<file path="config.mk">
export PLATFORM = sky130hd
export DESIGN_NAME = imem_loader_flat
export DESIGN_NICKNAME = d
export VERILOG_FILES = /design/src/rtl/imem_loader_pkg.sv /design/src/rtl/imem_loader_if.sv /design/src/rtl/imem_loader_dp.sv /design/src/rtl/imem_loader.sv /design/src/flat_wrapper.sv
export SDC_FILE = /design/constraint.sdc
export NUM_CORES = 2
export LEC_CHECK = 0
export BUFFER_PORTS_ARGS = -buffer_cell sky130_fd_sc_hd__buf_2
export CORE_MARGIN = 3
export CORE_UTILIZATION = 59
export DETAILED_ROUTE_END_ITERATION = 10
export GPL_ROUTABILITY_DRIVEN = 0
export GPL_TIMING_DRIVEN = 0
export PLACE_DENSITY_LB_ADDON = 0.25
export SLEW_MARGIN = 15
export SYNTH_ARGS = -nofsm -noshare
export SYNTH_HDL_FRONTEND = slang
export SYNTH_SLANG_ARGS = --single-unit
</file>
<file path="constraint.sdc">
create_clock -name clk -period 8.3 [get_ports clk]
set_input_delay 1.66 -clock clk [delete_from_list [all_inputs] [get_ports clk]]
set_output_delay 1.66 -clock clk [all_outputs]
set_load 0.02 [all_outputs]
</file>
<file path="src/rtl/imem_loader_pkg.sv">
// Shared types and constants for the instruction-memory loader.
package imem_loader_pkg;

    typedef enum logic [1:0] {
        LD_LEN,
        LD_DATA,
        LD_RUN,
        LD_ERROR
    } loader_state_t;

    localparam logic [31:0] INSTR_NOP = 32'h0000_0013;  // addi x0,x0,0

endpackage

</file>
<file path="src/rtl/imem_loader_if.sv">
// Byte-stream valid/ready channel feeding the loader.
interface imem_loader_if;
    logic [7:0] in_data;
    logic       in_valid;
    logic       in_ready;

    modport master (output in_data, output in_valid, input in_ready);
    modport slave  (input in_data, input in_valid, output in_ready);
endinterface

</file>
<file path="src/rtl/imem_loader_dp.sv">
// DEPTH x 32 memory: one synchronous write port, one asynchronous read port.
module imem_dp #(
    parameter int DEPTH = 64,
    parameter int AW    = $clog2(DEPTH)
) (
    input  logic          clk,
    input  logic          we,
    input  logic [AW-1:0] waddr,
    input  logic [31:0]   wdata,
    input  logic [AW-1:0] raddr,
    output logic [31:0]   rdata
);
    logic [31:0] mem [DEPTH];

    always_ff @(posedge clk) begin
        if (we) begin
            mem[waddr] <= wdata;
        end
    end

    // The CPU fetch path is combinational, so the read is deliberately unregistered.
    assign rdata = mem[raddr];
endmodule

</file>
<file path="src/rtl/imem_loader.sv">
// Packs a length-prefixed little-endian byte stream into instruction memory and
// holds the CPU in reset until the whole program has been written.
module imem_loader
    import imem_loader_pkg::*;
#(
    parameter int DEPTH = 64
) (
    input  logic                     clk,
    input  logic                     rst,
    imem_loader_if.slave             stream,
    input  logic                     reload,
    input  logic [31:0]              pc,
    output logic [31:0]              instruction,
    output logic                     cpu_rst_n,
    output logic [$clog2(DEPTH):0]   loaded_words,
    output logic                     error
);
    localparam int AW = $clog2(DEPTH);

    loader_state_t state_reg, state_next;
    logic [31:0]   count_reg, count_next;
    logic [1:0]    idx_reg, idx_next;
    logic [23:0]   shreg_reg, shreg_next;
    logic [AW-1:0] waddr_reg, waddr_next;
    logic [AW:0]   loaded_reg, loaded_next;

    logic          accept;
    logic          we;
    logic [31:0]   header;
    logic [31:0]   wdata;
    logic [31:0]   rdata;
    logic [AW-1:0] raddr;
    logic          fetch_ok;
    logic          unused_pc_bits;

    assign stream.in_ready = (state_reg == LD_LEN) || (state_reg == LD_DATA);
    assign accept          = stream.in_valid && stream.in_ready;
    assign header          = {stream.in_data, count_reg[31:8]};
    assign wdata           = {stream.in_data, shreg_reg};

    always_ff @(posedge clk) begin
        if (rst) begin
            state_reg  <= LD_LEN;
            count_reg  <= '0;
            idx_reg    <= '0;
            shreg_reg  <= '0;
            waddr_reg  <= '0;
            loaded_reg <= '0;
        end else begin
            state_reg  <= state_next;
            count_reg  <= count_next;
            idx_reg    <= idx_next;
            shreg_reg  <= shreg_next;
            waddr_reg  <= waddr_next;
            loaded_reg <= loaded_next;
        end
    end

    always_comb begin
        state_next  = state_reg;
        count_next  = count_reg;
        idx_next    = idx_reg;
        shreg_next  = shreg_reg;
        waddr_next  = waddr_reg;
        loaded_next = loaded_reg;
        we          = 1'b0;

        case (state_reg)
            LD_LEN: begin
                if (accept) begin
                    count_next = header;
                    idx_next   = idx_reg + 2'd1;
                    if (idx_reg == 2'd3) begin
                        if (header == 32'd0) begin
                            state_next = LD_RUN;
                        end else if (header > 32'(DEPTH)) begin
                            state_next = LD_ERROR;
                        end else begin
                            state_next = LD_DATA;
                        end
                    end
                end
            end
            LD_DATA: begin
                if (accept) begin
                    shreg_next = {stream.in_data, shreg_reg[23:8]};
                    idx_next   = idx_reg + 2'd1;
                    if (idx_reg == 2'd3) begin
                        we          = 1'b1;
                        loaded_next = loaded_reg + 1'b1;
                        // Hold waddr on the final word so it never steps past DEPTH-1.
                        if (32'(loaded_reg) + 32'd1 == count_reg) begin
                            state_next = LD_RUN;
                        end else begin
                            waddr_next = waddr_reg + 1'b1;
                        end
                    end
                end
            end
            default: begin
                if (reload) begin
                    state_next  = LD_LEN;
                    count_next  = '0;
                    idx_next    = '0;
                    shreg_next  = '0;
                    waddr_next  = '0;
                    loaded_next = '0;
                end
            end
        endcase
    end

    imem_dp #(
        .DEPTH (DEPTH),
        .AW    (AW)
    ) u_mem (
        .clk   (clk),
        .we    (we),
        .waddr (waddr_reg),
        .wdata (wdata),
        .raddr (raddr),
        .rdata (rdata)
    );

    // Anything not yet written in the current load reads as NOP, hiding stale words.
    assign raddr          = pc[AW+1:2];
    assign fetch_ok       = (pc[31:AW+2] == '0) && ({1'b0, raddr} < loaded_reg);
    assign instruction    = fetch_ok ? rdata : INSTR_NOP;
    assign unused_pc_bits = ^pc[1:0];

    assign cpu_rst_n    = (state_reg == LD_RUN);
    assign error        = (state_reg == LD_ERROR);
    assign loaded_words = loaded_reg;
endmodule
</file>
<file path="src/flat_wrapper.sv">
// flat-port wrapper written by rule: the top's interface ports become plain ports
module imem_loader_flat import imem_loader_pkg::*;
#(
    parameter int DEPTH = 64
)
  (clk, rst, reload, pc, instruction, cpu_rst_n, loaded_words, error, stream_in_data, stream_in_valid, stream_in_ready);
  imem_loader_if stream_i ();
  input  logic clk;
  input  logic rst;
  input  logic reload;
  input  logic [31:0] pc;
  output logic [31:0] instruction;
  output logic cpu_rst_n;
  output logic [$clog2(DEPTH):0] loaded_words;
  output logic error;
  input wire logic [$bits(stream_i.in_data)-1:0] stream_in_data;
  input wire logic [$bits(stream_i.in_valid)-1:0] stream_in_valid;
  output wire logic [$bits(stream_i.in_ready)-1:0] stream_in_ready;
  assign stream_i.in_data = stream_in_data;
  assign stream_i.in_valid = stream_in_valid;
  assign stream_in_ready = stream_i.in_ready;
  imem_loader #(.DEPTH(DEPTH)) u_core (.clk(clk), .rst(rst), .stream(stream_i), .reload(reload), .pc(pc), .instruction(instruction), .cpu_rst_n(cpu_rst_n), .loaded_words(loaded_words), .error(error));
endmodule
</file>
==> results by group <==
Status
  • Outcome: finished, final reports clean

Power
  • Tot Pwr: 0.0211 W
  • Peak supply drop: 0.231 mV
  • Static Leak: 27.9 nW
  • Sw Share: 20.4%
  • Net switching power: 0.00431 W
  • Comb pwr share: 3.1%
  • Clock power share: 41.9%
  • PwrDens: 226 nW/um^2
  • Seq pwr share: 54.9%
  • Pint: 0.0168 W

Synth
  • Largest area contributor in the netlist: edfxtp_1
  • Top cell type's share of synthesized area: 75.6%
  • Synth unique cells: 55
  • Synthesized Nets: 3,580
  • Synth top cells by count: 2,048 x edfxtp_1, 628 x mux4_2, 121 x nor2_1
  • Asr flop ratio synth: 0%
  • Most frequent cell after synthesis: edfxtp_1
  • Sequential area share after synthesis: 77.4%
  • Synthesis warning total: 0
  • Post-Synthesis Cell Area: 81,400 um^2
  • Top FF cell, synth: edfxtp_1
  • Syn avg cell area: 23.1 um^2
  • Post-synth EDFFs: 2,048
  • Area contributors post-synth: edfxtp_1 76%, mux4_2 17%, dfxtp_1 1.8%
  • Gate Count Post-Synth: 3,528
  • Seq cells post-synth: 2,121

CTS
  • Hold-fix buffers, CTS: 0
  • Clk sink count: 2,121
  • CTS Buffer Depth: 3
  • TritonCTS clock tree: built
  • Root Buffer: clkbuf_16
  • CTS Buf Count: 195
  • # resized after CTS: 0
  • Skew-Pair Late Insertion Delay: 0.83 ns
  • Post-CTS setup buffers: 0
  • Reg clk slew, reported paths: 0.06 ns
  • H-tree levels: 4

Setup path
  • Req. time, crit path: 6.64 ns
  • Worst Setup Start Kind: primary input
  • Worst setup EP type: primary output
  • Slowest-stage cell, CP: clkbuf_1
  • Crit path kind: in2out
  • Worst-path cell chain: buf_2, buf_2, clkbuf_1, buf_1, mux4_2, mux4_2, mux2i_1, o22ai_1, buf_2
  • Slowest stage delay, CP: 1.05 ns
  • Most used cell, CP: buf_2
  • Critical path peak fanout: 10
  • WP data arrival: 6.39 ns

Final layout
  • Fin util: 68.5%
  • Layout cell share with drive strength beyond 1: 31.1%
  • Area occupied by multi-input gates: 17,900 um^2
  • FILL cells: 7,906
  • Storage element area: 63,000 um^2
  • Area grow syn2layout: 14.6%
  • Max reg flops: 2,048
  • Final nets: 3,962

Floorplan
  • I/O Pins: 86
  • Site row count: 135
  • Die H: 377 um
  • Die footprint: 142,000 um^2
  • Core area: 136,000 um^2
  • Die Wd: 377 um
  • Initial core utilization: 59.8%

Hold path
  • Worst hold path class: reg2reg

Route
  • Vias post-DR: 41.9k
  • Routed WL per cell: 38.1 um
  • Via density: 7.15
  • Final ANT Viol Nets: 0
  • Drt first-iter violations: 7,248
  • Residual DRC: 0
  • Drt pass-1 iters: 7
  • Post-Route WL: 223,000 um

Timing
  • Setup Skew: 0.0259 ns
  • Slew @ Worst Pin: 1.35 ns
  • Minimum clock period: 8.05 ns
  • Setup TNS: 0 ns
  • Max-slew violations: 0
  • Hold violation count in the final report: 0
  • RSZ-0062 raised after global routing: no
  • Slew margin rel.: 9.91%
  • Final setup viols: 0
  • Final Cycle Share: 97.0%
  • Max Fclk: 124 MHz

Placed design
  • Final HPWL DP: 137,000 um
  • IO buf count: 80

GRT
  • Initial antenna violation count: 11
  • Largest net degree at the start of global routing: 68
  • GR Overflow Total: 0
  • GRT Util Overall: 32.1%
  • First-pass GRT wire length: 315,000 um
  • Vias in the first global route: 41.2k

Job
  • Max cap viols: 0
-- stage by stage --
stage / cells / cell area, um^2 / setup slack [ns] / hold slack, ns
2_1_floorplan: 3528 / 81400 / 3.07 / 0.458
3_3_place_gp: 5389 / 84000 / 0.451 / 0.484
3_5_place_dp: 5494 / 87000 / 0.458 / 0.495
4_1_cts: 5854 / 93300 / 0.487 / 0.508
5_1_grt: 5855 / 93300 / 0.363 / 0.521
6_report: 5860 / 93300 / 0.247 / 0.505
-- cell usage in the layout (no fill, tap or decap), drive strengths merged, types with 8 or more instances in the layout --
cell	instances
a21oi	71
a22oi	48
and3	37
buf	282
bufinv	16
clkbuf	354
clkinv	88
dfxtp	73
edfxtp	2048
ha	8
inv	16
mux2i	32
mux4	628
nand2	53
nand3	49
nand4	9
nor2	122
nor2b	9
nor4	9
o21ai	12
o22ai	36
-- kinds of logic (layout without fill, tap and decap cells) --
| family | after synthesis | after routing | share of synthesized area (%) |
|---|---|---|---|
| compound gates | 190 | 190 | 1.47 |
| xor+xnor | 8 | 8 | 0.0861 |
| buf+inv | 215 | 760 | 1.20 |
| mux | 661 | 661 | 17.8 |
| other cells | 0 | 6 | 0 |
| simple gates | 325 | 325 | 1.96 |
| fa+ha+maj | 8 | 8 | 0.123 |
| flops | 2121 | 2121 | 77.4 |
-- layout make-up --
cell class | count | share of cell area (%)
Timing Repair Buffer | 185 | 3.08
Clock inverter | 115 | 1.08
Tap cell | 1781 | 2.39
Antenna cell | 6 | 0.0161
Sequential cell | 2121 | 67.5
Inverter | 9 | 0.0362
Multi-Input combinational cell | 1192 | 19.2
Clock buffer | 245 | 5.62
Buffer | 206 | 1.02
-- power by group through the flow --
stage                     registers, W  clock network, W  logic, W
after CTS                       0.0116           0.00891  0.000656
after floorplan                 0.0118                 0  0.000384
final                           0.0116           0.00885  0.000659
after detailed placement        0.0118                 0  0.000648
after global placement          0.0118                 0  0.000636
after global routing            0.0116           0.00929  0.000687
-- routing by layer --
metal	GRT usage, %	wire (um)
met5	0	12
met4	12.6	9730
met3	9.65	32100
met2	48.1	103000
met1	45.3	78100
-- worst max-delay path: cells and delay by family --
| kind | cells | cell delay [ns] |
|---|---|---|
| AO/OA/AOI/OAI | 1 | 0.39 |
| buffers and inverters | 5 | 2.64 |
| multiplexers | 3 | 1.68 |
-- final timing paths --
path | start | to | slack [ns] | cells after the start
max | pc[4] | instruction[18] | 0.25 | 9
min | u_core.count_reg[3]$_SDFFE_PP0P_ | u_core.count_reg[3]$_SDFFE_PP0P_ | 0.50 | 2
max reg2reg | u_core.idx_reg[0]$_SDFFE_PP0P_ | u_core.u_mem.mem[61][23]$_DFFE_PP_ | 4.18 | 7
min reg2reg | u_core.count_reg[3]$_SDFFE_PP0P_ | u_core.count_reg[3]$_SDFFE_PP0P_ | 0.50 | 2
(Power assumes the default switching activity.)
